**src/rtl/id_ex_stage_reg.sv**
```systemverilog
// ID/EX pipeline register for the 5-stage RV32I core.
// Captures decoded ID state for EX, inserts bubbles on flush and on
// load-use hazards (which it detects itself), holds on stall, and keeps a
// saturating count of inserted bubbles.
//
// Control semantics: stall_i holds every EX register; flush_i squashes the
// EX slot and wins over stall_i; hazard_o tells IF/PC and IF/ID to hold
// while a bubble is loaded here, so the dependent instruction is retried.
module id_ex_stage_reg #(
    parameter int XLEN  = 32,
    parameter int CNT_W = 16
) (
    input  logic             clk,
    input  logic             rst_n,
    input  logic             stall_i,
    input  logic             flush_i,
    input  logic             id_valid_i,
    input  logic [XLEN-1:0]  id_pc_i,
    input  logic [XLEN-1:0]  id_rs1_data_i,
    input  logic [XLEN-1:0]  id_rs2_data_i,
    input  logic [XLEN-1:0]  id_imm_i,
    input  logic [4:0]       id_rs1_addr_i,
    input  logic [4:0]       id_rs2_addr_i,
    input  logic [4:0]       id_rd_addr_i,
    input  logic             id_uses_rs1_i,
    input  logic             id_uses_rs2_i,
    input  logic [2:0]       id_alu_op_i,
    input  logic [2:0]       id_func3_i,
    input  logic             id_func7_i,
    input  logic             id_alu_src_i,
    input  logic             id_reg_write_i,
    input  logic             id_mem_read_i,
    input  logic             id_mem_write_i,
    input  logic             id_mem_to_reg_i,
    input  logic             id_branch_i,
    input  logic             id_jump_i,
    output logic             ex_valid_o,
    output logic [XLEN-1:0]  ex_pc_o,
    output logic [XLEN-1:0]  ex_rs1_data_o,
    output logic [XLEN-1:0]  ex_rs2_data_o,
    output logic [XLEN-1:0]  ex_imm_o,
    output logic [4:0]       ex_rs1_addr_o,
    output logic [4:0]       ex_rs2_addr_o,
    output logic [4:0]       ex_rd_addr_o,
    output logic             ex_uses_rs1_o,
    output logic             ex_uses_rs2_o,
    output logic [2:0]       ex_alu_op_o,
    output logic [2:0]       ex_func3_o,
    output logic             ex_func7_o,
    output logic             ex_alu_src_o,
    output logic             ex_reg_write_o,
    output logic             ex_mem_read_o,
    output logic             ex_mem_write_o,
    output logic             ex_mem_to_reg_o,
    output logic             ex_branch_o,
    output logic             ex_jump_o,
    output logic             hazard_o,
    output logic [CNT_W-1:0] bubble_cnt_o
);

    // All EX-stage state in one record; an all-zero record is a bubble
    // (ALUOp/func3/func7 = 0 decodes as add, every side-effect bit is 0).
    typedef struct packed {
        logic            valid;
        logic [XLEN-1:0] pc;
        logic [XLEN-1:0] rs1_data;
        logic [XLEN-1:0] rs2_data;
        logic [XLEN-1:0] imm;
        logic [4:0]      rs1_addr;
        logic [4:0]      rs2_addr;
        logic [4:0]      rd_addr;
        logic            uses_rs1;
        logic            uses_rs2;
        logic [2:0]      alu_op;
        logic [2:0]      func3;
        logic            func7;
        logic            alu_src;
        logic            reg_write;
        logic            mem_read;
        logic            mem_write;
        logic            mem_to_reg;
        logic            branch;
        logic            jump;
    } ex_t;

    ex_t              id_d;
    ex_t              ex_q;
    ex_t              ex_d;
    logic             insert_bubble;
    logic [CNT_W-1:0] cnt_q;

    assign id_d = '{
        valid:      id_valid_i,
        pc:         id_pc_i,
        rs1_data:   id_rs1_data_i,
        rs2_data:   id_rs2_data_i,
        imm:        id_imm_i,
        rs1_addr:   id_rs1_addr_i,
        rs2_addr:   id_rs2_addr_i,
        rd_addr:    id_rd_addr_i,
        uses_rs1:   id_uses_rs1_i,
        uses_rs2:   id_uses_rs2_i,
        alu_op:     id_alu_op_i,
        func3:      id_func3_i,
        func7:      id_func7_i,
        alu_src:    id_alu_src_i,
        reg_write:  id_reg_write_i,
        mem_read:   id_mem_read_i,
        mem_write:  id_mem_write_i,
        mem_to_reg: id_mem_to_reg_i,
        branch:     id_branch_i,
        jump:       id_jump_i
    };

    // Load-use: a load in EX whose non-x0 destination is read by the valid ID instruction.
    always_comb begin
        hazard_o = ex_q.valid && ex_q.mem_read && (ex_q.rd_addr != 5'd0) && id_valid_i &&
                   ((id_uses_rs1_i && (id_rs1_addr_i == ex_q.rd_addr)) ||
                    (id_uses_rs2_i && (id_rs2_addr_i == ex_q.rd_addr)));
    end

    // Next EX contents by priority: flush, stall, hazard, normal capture.
    always_comb begin
        ex_d          = ex_q;
        insert_bubble = 1'b0;
        if (flush_i) begin
            ex_d          = '0;
            insert_bubble = 1'b1;
        end else if (stall_i) begin
            ex_d = ex_q;
        end else if (hazard_o) begin
            ex_d          = '0;
            insert_bubble = 1'b1;
        end else if (id_valid_i) begin
            ex_d = id_d;
        end else begin
            // An empty ID slot becomes a bubble but is not counted.
            ex_d = '0;
        end
    end

    // EX-stage register and saturating bubble counter.
    always_ff @(posedge clk or negedge rst_n) begin
        if (!rst_n) begin
            ex_q  <= '0;
            cnt_q <= '0;
        end else begin
            ex_q <= ex_d;
            if (insert_bubble && (cnt_q != {CNT_W{1'b1}})) begin
                cnt_q <= cnt_q + CNT_W'(1);
            end
        end
    end

    assign ex_valid_o      = ex_q.valid;
    assign ex_pc_o         = ex_q.pc;
    assign ex_rs1_data_o   = ex_q.rs1_data;
    assign ex_rs2_data_o   = ex_q.rs2_data;
    assign ex_imm_o        = ex_q.imm;
    assign ex_rs1_addr_o   = ex_q.rs1_addr;
    assign ex_rs2_addr_o   = ex_q.rs2_addr;
    assign ex_rd_addr_o    = ex_q.rd_addr;
    assign ex_uses_rs1_o   = ex_q.uses_rs1;
    assign ex_uses_rs2_o   = ex_q.uses_rs2;
    assign ex_alu_op_o     = ex_q.alu_op;
    assign ex_func3_o      = ex_q.func3;
    assign ex_func7_o      = ex_q.func7;
    assign ex_alu_src_o    = ex_q.alu_src;
    assign ex_reg_write_o  = ex_q.reg_write;
    assign ex_mem_read_o   = ex_q.mem_read;
    assign ex_mem_write_o  = ex_q.mem_write;
    assign ex_mem_to_reg_o = ex_q.mem_to_reg;
    assign ex_branch_o     = ex_q.branch;
    assign ex_jump_o       = ex_q.jump;
    assign bubble_cnt_o    = cnt_q;

endmodule

```
**config.mk**
```make
export PLATFORM = sky130hd
export DESIGN_NAME = id_ex_stage_reg
export DESIGN_NICKNAME = d
export VERILOG_FILES = /design/src/rtl/id_ex_stage_reg.sv
export SDC_FILE = /design/constraint.sdc
export NUM_CORES = 1
export LEC_CHECK = 0
export CORE_MARGIN = 5
export CORE_UTILIZATION = 39
export CTS_BUF_LIST = sky130_fd_sc_hd__clkbuf_4
export DETAILED_ROUTE_END_ITERATION = 16
export PLACE_DENSITY_LB_ADDON = 0.1
export SYNTH_ARGS = -nofsm -noshare
export SYNTH_HDL_FRONTEND = slang
export SYNTH_SLANG_ARGS = --single-unit
```
**constraint.sdc**
```tcl
create_clock -name clk -period 2.7 [get_ports clk]
set_input_delay 0.27 -clock clk [delete_from_list [all_inputs] [get_ports clk]]
set_output_delay 0.27 -clock clk [all_outputs]
set_load 0.03 [all_outputs]
```
# [Word level (Yosys, flattened, before mapping)]
# Index checks and enable logic that the tools add are counted.
[totals] reg_bits=176 inputBits=164
[op_classes] addsub=1 eq_ne=4 n_mux=7 reduce_logical=9
[op_table] operator="$mux 160" n=4
[op_table] operator="$add 16x1->16 const B" n=1
[op_table] operator="$ne 16x16->1 const B" n=1
[op_table] operator="$eq 5x5->1" n=2
[op_table] operator="$logic_and 1x1->1" n=7
[op_table] operator="$reduce_bool 5->1" n=1
[op_table] operator="$mux 1" n=3
[op_table] operator="$ne 2x1->1 const B" n=1
[op_table] operator="$logic_or 1x1->1" n=1

# [Depth between registers and ports, before layout]
[depth] word_depth=8 ltp_mapped=8 depth_no_buf=7

# [Worst setup path before layout]
# No wires, ideal clock.
[synth_path] path_kind="register -> register" start="reg ex_q, in the netlist ex_rd_addr_o[3]" end="reg cnt_q[10] (netlist: bubble_cnt_o[10])" arrival_ps=2120 required_ps=2572 path_slack_ps=452 stages_incl_launch_ff=8 path_buffers=1 cell_sequence="dfrtp_1 xor2_1 nor4_1 a32oi_1 o31ai_2 buf_2 nand2_1 mux2_1"
[synth_between] elab_chain_len=8 elab_cells_between_ends=13 classes_between="eq/ne: 2; mux: 3; reduce/logical: 8"
[synth_lines] element="start, declared" line_no="87" rtl="ex_t ex_q;"
[synth_lines] element="start signal, assigned" line_no="145" rtl="ex_q <= '0;"
[synth_lines] element="start signal, assigned" line_no="148" rtl="ex_q <= ex_d;"
[synth_lines] element="$eq 5x5->1, or another cell as far along" line_no="118" rtl="((id_uses_rs1_i && (id_rs1_addr_i == ex_q.rd_addr)) ||"
[synth_lines] element="$logic_and 1x1->1, on equally long branches" line_no="118, 117, 119"
[synth_lines] element="$logic_or 1x1->1 or $logic_and 1x1->1 (tied branches)" line_no="118, 117"
[synth_lines] element="$logic_and 1x1->1 (*)" line_no="117" rtl="hazard_o = ex_q.valid && ex_q.mem_read && (ex_q.rd_addr != 5'd0) && id_valid_i &&"
[synth_lines] element="$mux 1 (*)" line_no="131" rtl="end else if (hazard_o) begin"
[synth_lines] element="$mux 1 (*)" line_no="129" rtl="end else if (stall_i) begin"
[synth_lines] element="$mux 1 (*)" line_no="126" rtl="if (flush_i) begin"
[synth_lines] element="$logic_and 1x1->1 (*)" line_no="149" rtl="if (insert_bubble && (cnt_q != {CNT_W{1'b1}})) begin"
[synth_lines] element="end signal, assigned" line_no="150" rtl="cnt_q <= cnt_q + CNT_W'(1);"
[synth_lines] element="end, declared" line_no="90" rtl="logic [CNT_W-1:0] cnt_q;"
# Mark *: on every way between the ends. The rest lies on a longest branch, timed or not.
# A chain may end at the register's enable or synchronous reset.

# [Worst setup path in the final report]
[layout_path] start="reg ex_q, in the netlist ex_rd_addr_o[1]" end="out hazard_o"
[layout_between] elab_chain_len=4 elab_cells_between_ends=9 classes_between="eq/ne: 2; reduce/logical: 7"
[layout_lines] element="$eq 5x5->1, or another cell as far along" line_no="118"
[layout_lines] element="$logic_and 1x1->1, on equally long branches" line_no="118, 117, 119"
[layout_lines] element="$logic_or 1x1->1 or $logic_and 1x1->1 (tied branches)" line_no="118, 117"
[layout_lines] element="$logic_and 1x1->1 (*)" line_no="117"
[layout_lines] element="end, declared" line_no="57" rtl="output logic hazard_o,"
# Marks and branches as above.

==> results_tabular.tex <==
\begin{tabular}{lr}
\hline
Metric & Value \\
\hline
\multicolumn{2}{l}{\textbf{Outcome}} \\
\quad Run status & completed \\
\multicolumn{2}{l}{\textbf{Worst setup path}} \\
\quad Worst path cell trace & or4\_1 > o211ai\_2 > nor2\_2 > and2\_1 > buf\_4 \\
\quad Slowest cell on crit path & or4\_1 \\
\quad CP peak stage delay & between 0.5 and 0.6 ns \\
\quad Reg2Reg Launch Point & ex\_rd\_addr\_o[1] \\
\quad Crit. End Element & output port \\
\quad Critical path class & register to output port \\
\quad Top delay family on crit path & simple AND/OR/NAND/NOR gates \\
\quad Critical path startpoint category & register \\
\quad Highest net fanout along the worst path & 5 \\
\quad Reg2Reg Depth & 7 \\
\quad Worst reg2reg endpoint & ex\_rs1\_data\_o[22] \\
\quad Critical Path AT & around 2.3 ns \\
\quad Buf/Inv on CP & 1 \\
\quad Reg2reg setup slack & between 0.2 and 0.25 ns \\
\quad Critical Path RT & about 2.4 ns \\
\multicolumn{2}{l}{\textbf{Floorplanning}} \\
\quad Cell Rows & 47 \\
\quad Die span in x & roughly 140 um \\
\quad Vertical die dimension & approximately 140 um \\
\quad Area of the die & approximately 20000 um\^{}2 \\
\quad Area of the core & 16520 um\^{}2 \\
\quad Initial core utilization & between 30\% and 40\% \\
\quad Io pins & approximately 340 \\
\multicolumn{2}{l}{\textbf{Clocking}} \\
\quad Insertion delay of the later-clocked pin in the worst-skew pair & around 0.55 ns \\
\quad Number of CTS-inserted buffers & 17 \\
\quad Clk slew on worst S/H paths & $\sim$0.14 ns \\
\quad Cell at the root of the clock tree & clkbuf\_4 \\
\quad Number of H-tree levels & 4 \\
\quad Clock net sink count & roughly 180 \\
\quad Clock tree from TritonCTS & done \\
\quad Clock tree buffer depth & 2 \\
\multicolumn{2}{l}{\textbf{Global route}} \\
\quad Global route total overflow & 0 \\
\quad GRT Max-Usage Layer & met2 \\
\quad Initial antenna violation count & 0 \\
\quad Global-route met3 utilization & approximately 8\% \\
\quad GR Util All Layers & a little over a fifth \\
\quad Met1 GRT Util & 25.06\% \\
\quad Largest net degree at the start of global routing & 83 \\
\quad Via count of the first global-routing pass & 5650 \\
\quad GR Layer Usage met2 & about a third \\
\quad Global-route wire length before repair & 32360 um \\
\multicolumn{2}{l}{\textbf{Place}} \\
\quad Placed Instances & approximately 990 \\
\quad Post-placement cell area & around 10000 um\^{}2 \\
\quad Final weighted congestion of routability-driven global placement & just over 0.8 \\
\quad Number of buffers inserted by port buffering & 340 \\
\quad Half-perimeter wire length of the detailed placement result & $\sim$16000 um \\
\multicolumn{2}{l}{\textbf{Routing}} \\
\quad Wirelength, routed & $\sim$21000 um \\
\quad Iteration count of the initial detailed-routing pass & 6 \\
\quad Total number of vias & 5323 \\
\quad DRC viols & 0 \\
\quad Average wire per standard cell & 20.43 um \\
\quad Per-cell via count in the routed design & 5.203 \\
\quad Drt first-iter violations & 226 \\
\quad Residual antenna-violating net count after detailed routing & 0 \\
\multicolumn{2}{l}{\textbf{Logic synthesis}} \\
\quad Sequential-to-total area share from yosys stat & about two thirds \\
\quad Number of unique standard cell types used by synthesis & 32 \\
\quad Synthesized Nets & around 600 \\
\quad Post-synthesis area per instance & roughly 15 um\^{}2 \\
\quad Number of flip-flops and latches in the synthesized netlist & roughly 180 \\
\quad Synth Cell Area & about 6600 um\^{}2 \\
\quad Post-synthesis instance total & $\sim$450 \\
\quad Yosys synthesis warning count & 0 \\
\multicolumn{2}{l}{\textbf{Final layout}} \\
\quad Layout cell share with drive strength beyond 1 & about 7\% \\
\quad Final Net Count & roughly 960 \\
\quad Area of all placed cells without fillers & 10540 um\^{}2 \\
\quad Antenna diode instance count & 0 \\
\quad Final core utilization & between 60\% and 70\% \\
\quad Non-filler cells, final & approximately 1000 \\
\quad Area added between synthesis and finish & 60.68\% \\
\quad FILL cells & between 1000 and 1500 \\
\multicolumn{2}{l}{\textbf{STA}} \\
\quad Fin. Hold Viols & 0 \\
\quad Max Transition Viols Final & 0 \\
\quad Final hold slack & roughly 0.19 ns \\
\quad Min Tclk post-route & about 2.5 ns \\
\quad Top achievable clock speed & roughly 0.40 GHz \\
\quad Number of setup violations in the final report & 0 \\
\quad Max-slew headroom at the worst pin & 66.79\% \\
\quad Worst Clk Skew & 0.02456 ns \\
\quad Unrepaired setup endpoints after global routing & false \\
\quad Share of the clock period used by the worst path & just over 90\% \\
\quad Tightest Pin Transition & 0.4971 ns \\
\multicolumn{2}{l}{\textbf{Worst hold path}} \\
\quad Worst hold path class & primary input to async pin \\
\multicolumn{2}{l}{\textbf{Power and ir drop}} \\
\quad Cell area power density & roughly 520 nW/um\^{}2 \\
\quad Total design power & roughly 5.5 mW \\
\quad Leakage power summed over all cells & 4.699 nW \\
\quad IR Drop Worst-Case VDD & 0.0004024 V \\
\multicolumn{2}{l}{\textbf{Run}} \\
\quad Max-cap viol count & 0 \\
\hline
\end{tabular}
[kinds of logic (layout without fill, tap and decap cells)]
group	after synthesis	in the layout	synth area share (%)
multiplexers	4	4	0.6865
buffers and inverters	37	388	2.879
AO/OA/AOI/OAI	167	167	22.29
XOR/XNOR	21	21	2.803
AND/OR/NAND/NOR	46	46	4.024
flip-flops	176	176	67.12
adder cells (fa/ha/maj)	1	1	0.1907
[power breakdown]
group	switching (mW)	internal, mW	total (mW)	leakage, nW
clock network	0.900	0.465	1.37	0.135
logic	0.601	0.598	1.20	2.18
registers	0.114	2.78	2.89	2.39
total	1.62	3.84	5.46	4.70
[per-layer routing]
layer | routed length, um | share of wire (%) | vias up
met4 | 572 | 2.7 | 0
li1 | - | - | 2402
met5 | 0 | 0 | -
met3 | 1783 | 8.5 | 35
met1 | 8178 | 39 | 2635
met2 | 10360 | 50 | 251
[flip-flops by register name (all words and copies together) (netlist names), 3 cells and up]
signal,count
ex_rs1_addr_o,5
ex_rd_addr_o,5
ex_rs1_data_o,32
ex_alu_op_o,3
bubble_cnt_o,16
ex_imm_o,32
ex_pc_o,32
ex_func3_o,3
ex_rs2_addr_o,5
ex_rs2_data_o,32
[synth_stat cells, drive strengths merged]
library cell    n  share of area [%]
xnor2          10                1.3
nor2            4               0.23
ha              1               0.19
nand2b          2               0.19
dfrtp         176                 67
nor4            2               0.19
mux2            4               0.69
o21ai           1              0.076
o32ai           1               0.13
and3            8               0.76
a21boi          1               0.11
nor3b           1               0.19
nor2b           1              0.095
or4             1               0.11
a32oi           1               0.13
nand2           8               0.46
and2            3               0.29
o211ai          1               0.19
inv             1              0.057
a22o          159                 21
o31ai           1               0.19
buf            18                1.8
a21o            2               0.23
nor4b           2               0.27
nand3           8               0.61
clkbuf         18                1.0
nor3            1               0.15
or3             1              0.095
xor2           11                1.5
nand4           4               0.38
[cell usage in the layout (no fill, tap or decap), types with 2 or more instances in the layout]
cell type,instances
clkinv_4,2
a21o_1,2
clkinv_1,2
buf_12,7
clkinv_2,3
nand3_1,8
clkbuf_4,18
nand2_1,8
nand2b_1,2
dfrtp_1,176
nor2_1,3
and3_1,8
xnor2_1,10
clkinvlp_4,2
nor4b_1,2
mux2_2,3
a22o_1,159
clkdlybuf4s50_1,338
nand4_1,4
and2_1,3
inv_6,2
xor2_1,11
buf_4,9
[final cells by class]
class	instances	area (um^2)	area share (%)
Sequential cell	176	4404	41.78
Timing Repair Buffer	356	3612	34.26
Multi-Input combinational cell	239	1998	18.95
Tap cell	220	275.3	2.611
Clock buffer	18	135.1	1.282
Clock inverter	13	113.9	1.080
Inverter	1	3.754	0.03560
[timing repair]
| action | 4_1_cts | 5_1_grt |
|---|---|---|
| gates resized for setup | 3 | 0 |
| setup buffers | 1 | 1 |
| pin swaps | 2 | 2 |
| setup endpoints to repair | 1 | 1 |
| endpoints found under the hold margin | 44 | 0 |
| hold buffers | 1 | 0 |
[worst max-delay path by stage]
| stage | from | to | cells after the start |
|---|---|---|---|
| 4_1_cts | ex_rd_addr_o[2] | hazard_o | 6 |
| 3_5_place_dp | id_rs1_addr_i[3] | bubble_cnt_o[15] | 8 |
| 6_report | ex_rd_addr_o[1] | hazard_o | 5 |
| 5_1_grt | ex_rd_addr_o[1] | hazard_o | 5 |
| 2_1_floorplan | ex_rd_addr_o[3] | bubble_cnt_o[10] | 7 |
| 3_3_place_gp | id_rs1_addr_i[3] | bubble_cnt_o[15] | 8 |
[through the flow]
stage / worst slack, ns / TNS (ns)
floorplan: 0.4521 / 0
global placement: -0.06575 / -0.1139
detailed placement: -0.04892 / -0.08633
CTS: 0.01180 / 0
global route: 0.03139 / 0
finish: 0.1811 / 0
Power figures use the tool's default switching activity.
